[src/rtl/mem_stage_lsu_pkg.sv]
// Shared definitions for the memory-stage load/store unit.
// Contents: bytesel size encodings, the LSU FSM state type and the
// data-bus width constants.
package mem_stage_lsu_pkg;

  localparam int unsigned DBUS_DATA_W = 32;
  localparam int unsigned DBUS_BE_W   = DBUS_DATA_W / 8;

  localparam logic [DBUS_BE_W-1:0] BSEL_BYTE = 4'b0001;
  localparam logic [DBUS_BE_W-1:0] BSEL_HALF = 4'b0011;
  localparam logic [DBUS_BE_W-1:0] BSEL_WORD = 4'b1111;

  typedef enum logic [1:0] {
    S_IDLE     = 2'd0,
    S_WAIT_GNT = 2'd1,
    S_WAIT_RV  = 2'd2
  } lsu_state_e;

endpackage

[src/rtl/mem_stage_lsu_lane_align.sv]
// lsu_lane_align: purely combinational byte-lane steering.
//   bytesel_i   unshifted size mask (byte/half/word)
//   addr_lo_i   address bits [1:0]
//   extsigned_i sign-extend load data when set
//   wdata_i     raw store data (rt)
//   rdata_i     raw bus read data
//   be_o        byte enables = bytesel << addr_lo
//   wdata_o     store data replicated across all lanes of its size
//   ldata_o     load data shifted down, masked to size and extended
module lsu_lane_align
  import mem_stage_lsu_pkg::*;
(
  input  logic [DBUS_BE_W-1:0]   bytesel_i,
  input  logic [1:0]             addr_lo_i,
  input  logic                   extsigned_i,
  input  logic [DBUS_DATA_W-1:0] wdata_i,
  input  logic [DBUS_DATA_W-1:0] rdata_i,
  output logic [DBUS_BE_W-1:0]   be_o,
  output logic [DBUS_DATA_W-1:0] wdata_o,
  output logic [DBUS_DATA_W-1:0] ldata_o
);

  logic [DBUS_DATA_W-1:0] shifted;

  assign be_o    = bytesel_i << addr_lo_i;
  assign shifted = rdata_i >> {addr_lo_i, 3'b000};

  always_comb begin
    wdata_o = wdata_i;
    ldata_o = shifted;
    unique case (bytesel_i)
      BSEL_BYTE: begin
        wdata_o = {4{wdata_i[7:0]}};
        ldata_o = {{24{shifted[7] & extsigned_i}}, shifted[7:0]};
      end
      BSEL_HALF: begin
        wdata_o = {2{wdata_i[15:0]}};
        ldata_o = {{16{shifted[15] & extsigned_i}}, shifted[15:0]};
      end
      default: begin
        wdata_o = wdata_i;
        ldata_o = shifted;
      end
    endcase
  end

endmodule

[src/rtl/mem_stage_lsu.sv]
// mem_stage_lsu: memory-stage load/store unit fed by the EX/MEM register.
//   clk, reset           clock; synchronous active-high reset
//   mem_*_i              EX/MEM register outputs for the current instruction
//   dbus_*               req/gnt/rvalid data-bus master port
//   stall_o              holds EX/MEM while an access is outstanding
//   wb_*_o               registered MEM/WB interface
//   exc_adel_o/ades_o    misaligned load/store, one-cycle pulse
//   bus_err_o            bus error or timeout, one-cycle pulse
//   badvaddr_o           faulting address, held until the next fault
module mem_stage_lsu
  import mem_stage_lsu_pkg::*;
#(
  parameter int unsigned TIMEOUT_CYCLES = 255
) (
  input  logic        clk,
  input  logic        reset,
  input  logic        mem_dmen_i,
  input  logic        mem_memwr_i,
  input  logic        mem_memtoreg_i,
  input  logic        mem_regwr_i,
  input  logic [3:0]  mem_bytesel_i,
  input  logic        mem_extsigned_i,
  input  logic [31:0] mem_result_i,
  input  logic [31:0] mem_rt_i,
  input  logic [4:0]  mem_regdst_addr_i,
  input  logic [31:0] mem_pc_i,
  output logic        dbus_req_o,
  output logic        dbus_we_o,
  output logic [31:0] dbus_addr_o,
  output logic [3:0]  dbus_be_o,
  output logic [31:0] dbus_wdata_o,
  input  logic        dbus_gnt_i,
  input  logic        dbus_rvalid_i,
  input  logic [31:0] dbus_rdata_i,
  input  logic        dbus_err_i,
  output logic        stall_o,
  output logic        wb_regwr_o,
  output logic [4:0]  wb_regdst_addr_o,
  output logic [31:0] wb_data_o,
  output logic [31:0] wb_pc_o,
  output logic        exc_adel_o,
  output logic        exc_ades_o,
  output logic        bus_err_o,
  output logic [31:0] badvaddr_o
);

  localparam logic [15:0] TO_LAST = 16'(TIMEOUT_CYCLES - 1);

  lsu_state_e  state_q, state_d;
  logic [15:0] cnt_q, cnt_d;
  logic        misaligned;
  logic        req, done, fault_bus, fault_align, timeout_hit;
  logic [31:0] ldata;

  assign misaligned = ((mem_bytesel_i == BSEL_HALF) && mem_result_i[0]) ||
                      ((mem_bytesel_i == BSEL_WORD) && (mem_result_i[1:0] != 2'b00));
  assign timeout_hit = (cnt_q == TO_LAST);

  lsu_lane_align u_align (
    .bytesel_i   (mem_bytesel_i),
    .addr_lo_i   (mem_result_i[1:0]),
    .extsigned_i (mem_extsigned_i),
    .wdata_i     (mem_rt_i),
    .rdata_i     (dbus_rdata_i),
    .be_o        (dbus_be_o),
    .wdata_o     (dbus_wdata_o),
    .ldata_o     (ldata)
  );

  // done marks the cycle the instruction leaves MEM (normally or by fault);
  // rvalid outside WAIT_RV is never looked at.
  always_comb begin
    state_d     = state_q;
    cnt_d       = cnt_q;
    req         = 1'b0;
    done        = 1'b0;
    fault_bus   = 1'b0;
    fault_align = 1'b0;
    unique case (state_q)
      S_IDLE: begin
        cnt_d = '0;
        if (!mem_dmen_i) begin
          done = 1'b1;
        end else if (misaligned) begin
          done        = 1'b1;
          fault_align = 1'b1;
        end else begin
          req = 1'b1;
          if (dbus_gnt_i) begin
            if (mem_memwr_i) begin
              done      = 1'b1;
              fault_bus = dbus_err_i;
            end else begin
              state_d = S_WAIT_RV;
            end
          end else begin
            state_d = S_WAIT_GNT;
          end
        end
      end
      S_WAIT_GNT: begin
        req = 1'b1;
        if (dbus_gnt_i) begin
          if (mem_memwr_i) begin
            done      = 1'b1;
            fault_bus = dbus_err_i;
            state_d   = S_IDLE;
          end else begin
            cnt_d   = '0;
            state_d = S_WAIT_RV;
          end
        end else if (timeout_hit) begin
          done      = 1'b1;
          fault_bus = 1'b1;
          state_d   = S_IDLE;
        end else begin
          cnt_d = cnt_q + 16'd1;
        end
      end
      S_WAIT_RV: begin
        if (dbus_rvalid_i) begin
          done      = 1'b1;
          fault_bus = dbus_err_i;
          state_d   = S_IDLE;
        end else if (timeout_hit) begin
          done      = 1'b1;
          fault_bus = 1'b1;
          state_d   = S_IDLE;
        end else begin
          cnt_d = cnt_q + 16'd1;
        end
      end
      default: state_d = S_IDLE;
    endcase
  end

  assign dbus_req_o  = req & ~reset;
  assign dbus_we_o   = req & mem_memwr_i;
  assign dbus_addr_o = {mem_result_i[31:2], 2'b00};
  assign stall_o     = ~done & ~reset;

  always_ff @(posedge clk) begin
    if (reset) begin
      state_q          <= S_IDLE;
      cnt_q            <= '0;
      wb_regwr_o       <= 1'b0;
      wb_regdst_addr_o <= '0;
      wb_data_o        <= '0;
      wb_pc_o          <= '0;
      exc_adel_o       <= 1'b0;
      exc_ades_o       <= 1'b0;
      bus_err_o        <= 1'b0;
      badvaddr_o       <= '0;
    end else begin
      state_q    <= state_d;
      cnt_q      <= cnt_d;
      exc_adel_o <= fault_align & ~mem_memwr_i;
      exc_ades_o <= fault_align & mem_memwr_i;
      bus_err_o  <= fault_bus;
      if (fault_align || fault_bus) begin
        badvaddr_o <= mem_result_i;
      end
      wb_regwr_o <= done & ~fault_align & ~fault_bus & mem_regwr_i;
      if (done) begin
        wb_regdst_addr_o <= mem_regdst_addr_i;
        wb_pc_o          <= mem_pc_i;
        wb_data_o        <= mem_memtoreg_i ? ldata : mem_result_i;
      end
    end
  end

endmodule

[config.mk]
export PLATFORM = sky130hd
export DESIGN_NAME = mem_stage_lsu
export DESIGN_NICKNAME = d
export VERILOG_FILES = /design/src/rtl/mem_stage_lsu_pkg.sv /design/src/rtl/mem_stage_lsu_lane_align.sv /design/src/rtl/mem_stage_lsu.sv
export SDC_FILE = /design/constraint.sdc
export NUM_CORES = 1
export LEC_CHECK = 0
export CORE_MARGIN = 2
export CORE_UTILIZATION = 40
export CTS_CLUSTER_SIZE = 12
export DETAILED_ROUTE_END_ITERATION = 8
export PLACE_DENSITY = 0.81
export SLEW_MARGIN = 20
export SYNTH_ARGS = -nofsm -noshare
export SYNTH_HDL_FRONTEND = slang
export SYNTH_SLANG_ARGS = --single-unit
[constraint.sdc]
create_clock -name clk -period 7.1 [get_ports clk]
set_input_delay 1.775 -clock clk [delete_from_list [all_inputs] [get_ports clk]]
set_output_delay 1.775 -clock clk [all_outputs]
set_load 0.03 [all_outputs]
==> key figures <==
Power
  • Maximum VDD drop: between 0.00015 and 0.0002 V
  • Power Density: 236 nW/µm²
  • Leakage: 4.37 nW

Layout
  • # diodes: 0
  • Utilization after layout: between 60% and 70%
  • Layout cells sized above 1: roughly 9.7%
  • Fillers: approximately 1500
  • Post-Layout Cell Count: roughly 1300
  • Layout area overhead: 51.0%
  • Layout Nets: 1225
  • Most frequent cells in the layout: 317 x clkdlybuf4s50_1, 182 x nand2_1, 123 x dfxtp_1
  • Commonest non-fill, non-tap cell in the layout: clkdlybuf4s50_1
  • Fin area: about 11000 µm²

Clock tree
  • # hold bufs at CTS: 0
  • CTS tree: built
  • Clock root cell: clkbuf_16
  • Reg clk slew, reported paths: 60 ps
  • Clock sinks: around 120
  • Inserted Clock Buffers: 17
  • H-tree depth: 4
  • Post-CTS resize count: 0
  • Post-CTS Setup Bufs: 0
  • Clock Tree Buf Depth: 2
  • Worst skew pair latency: roughly 420 ps

Yosys
  • EDFF count, synth: 0
  • Synth Register Bits: 123
  • Mapped cell area: 7040 µm²
  • Synth Instances: 818
  • Synthesized area per cell: about 8.6 µm²
  • Yosys cell types: 56
  • Top_reg_cell synth: dfxtp_1
  • Synth warn: 0
  • Async SR Flop Fraction: 0%
  • Post-synthesis sequential area ratio: a little over a third

Route
  • Drt initial violations: roughly 450
  • Vias: between 6000 and 7000
  • DR DRC count: 0
  • Drt via density: 5.11
  • Total wire length: 23000 µm
  • WL per Instance: roughly 18 µm
  • DRT antenna net count: 0
  • Initial DRT Pass Iterations: 5

Place
  • Placed Cells: about 1300
  • Placed cell areas: 10000 µm²
  • Dpl hpwl: between 15000 and 20000 µm
  • PortBufs: 320
  • RePlAce Congestion: 0.910

STA
  • Worst hold slack: about 460 ps
  • Slew margin rel.: 47.7%
  • Post-route minimum period: roughly 5900 ps
  • Worst Tran Pin Value: 785 ps
  • Fin. max-slew vios: 0
  • Final hold viol count: 0
  • Clock Skew: 12.9 ps
  • RSZ-0062 raised after global routing: false
  • Setup TNS: 0 ps
  • Fmax achieved: around 170 MHz
  • Final-report setup violation count: 0
  • Period utilization: approximately 83%

Floorplan
  • FP Rows: 48
  • Initial Util: 40.8%
  • Die height: 137 µm
  • Die area: about 19000 µm²
  • Die Wd: about 140 µm
  • # IOs: between 300 and 400
  • Total core area: 17200 µm²

Global routing
  • GR Overflow Total: 0
  • First-pass GRT wire length: ~35000 µm
  • GRT Total Usage: between 20 and 25%
  • Largest net degree at the start of global routing: between 80 and 90
  • Antenna violations before repair: 0
  • Number of global-route vias before repair: 6455

Worst setup path
  • Crit path kind: in2out
  • Most frequent CP cell: clkdlybuf4s50_1
  • Startpoint types: primary input
  • Crit-path slowest cell: clkdlybuf4s50_1
  • Reg2Reg Launch Point: cnt_q[0]$_SDFFE_PP0P_
  • Crit-path max cell delay: between 600 and 700 ps
  • WP data required: about 5300 ps
  • Kind of cell adding the most delay to the critical path: buffers and inverters
  • CP Max Fanout: 11
  • Crit-path cells: clkdlybuf4s50_1 > nor4b_4 > mux2_2 > clkdlybuf4s50_1
  • Setup crit end kind: output pin
  • WP buf/inv: 2
  • CP Launch Point: mem_bytesel_i[0]
  • Worst Path Arrival: roughly 4000 ps

Run status
  • Outcome: completed

Hold path
  • Min-Delay Startpoint: wb_pc_o[22]$_SDFFE_PP0P_
  • Worst Hold Class: reg2reg

Flow run
  • Max_cap viols: 0
==> synthesized netlist by cell type, types with 3 or more instances <==
| master | n | area (µm²) |
|---|---|---|
| nand2_1 | 182 | 683 |
| o221ai_1 | 8 | 70.1 |
| o21ai_0 | 16 | 80.1 |
| a31oi_1 | 11 | 68.8 |
| or3_1 | 13 | 81.3 |
| mux2_4 | 13 | 195 |
| and3_1 | 4 | 25.0 |
| buf_6 | 9 | 101 |
| inv_1 | 10 | 37.5 |
| nand4_1 | 8 | 50.1 |
| a211o_1 | 6 | 52.6 |
| dfxtp_1 | 123 | 2460 |
| buf_2 | 13 | 65.1 |
| nor2b_1 | 35 | 219 |
| nand3_1 | 7 | 35.0 |
| xnor2_1 | 3 | 26.3 |
| ha_1 | 6 | 75.1 |
| nor3_1 | 3 | 15.0 |
| nor2_1 | 38 | 143 |
| a2bb2oi_1 | 6 | 52.6 |
| clkbuf_1 | 33 | 124 |
| and4_1 | 5 | 43.8 |
| and2_1 | 3 | 18.8 |
| xor2_1 | 3 | 26.3 |
| a21oi_1 | 45 | 225 |
| mux2i_1 | 110 | 1100 |
| mux2_2 | 29 | 327 |
| buf_4 | 41 | 308 |
==> power by group <==
part	internal [W]	total [W]	leakage, nW	switching (W)
clock network	0.000535	0.000883	0.287	0.000348
registers	0.000764	0.000801	1.01	0.0000362
logic	0.000373	0.000828	3.07	0.000454
==> path summary, 6_finish.rpt <==
| check | end | slack, ps | cells after the start |
|---|---|---|---|
| worst min-delay path | wb_pc_o[22]$_SDFFE_PP0P_ | 460 | 2 |
| worst max-delay path | dbus_wdata_o[14] | 1220 | 4 |
| worst min register to register | wb_pc_o[22]$_SDFFE_PP0P_ | 460 | 2 |
| worst max register to register | wb_data_o[2]$_SDFFE_PP0P_ | 4480 | 8 |
==> per-stage QoR <==
stage	worst slack, ps	power [W]
floorplan	2010	0.00132
global placement	1260	0.00163
detailed placement	1210	0.00164
CTS	1210	0.00253
global route	1080	0.00261
finish	1220	0.00251
==> kinds of logic after synthesis <==
group	count (synthesis)	synth area share [%]
compound gates	110	10.1
flops	123	35.0
other cells	1	0.0533
mux	153	23.4
buf+inv	109	9.19
simple gates	309	20.3
xor+xnor	7	0.978
fa+ha+maj	6	1.07
==> per-layer routing <==
| layer | routed length (µm) | GRT usage, % | vias up |
|---|---|---|---|
| met5 | 0 | 0 | - |
| met4 | 552 | 8.39 | 0 |
| met3 | 1710 | 6.89 | 35 |
| met2 | 10900 | 38.9 | 276 |
| met1 | 9820 | 31.0 | 3094 |
| li1 | - | - | 3287 |
==> worst register-to-register path: stages (launching register included) <==
cell and delay [ps]:
dfxtp_1 380, inv_1 60, ha_1 210, nor4b_2 170, and4_2 260, o21ai_1 260
a31o_2 260, buf_4 490, mux2_2 420
==> cell type report <==
| class | count | area (µm²) | share of cell area (%) |
|---|---|---|---|
| multi-input cells | 587 | 3960 | 37.3 |
| repair buffers | 332 | 3280 | 30.9 |
| flip-flops and latches | 123 | 2460 | 23.2 |
| clock buffers | 18 | 439 | 4.13 |
| well taps | 225 | 282 | 2.65 |
| clock inverters | 14 | 160 | 1.51 |
| inverters | 11 | 43.8 | 0.412 |
==> registers in the layout, summed over array words and instances, names as in the netlist, 2 cells and up <==
signal / count
wb_pc_o: 32
wb_regdst_addr_o: 5
cnt_q: 16
badvaddr_o: 32
wb_data_o: 32
state_q: 2
(Power assumes the default switching activity.)
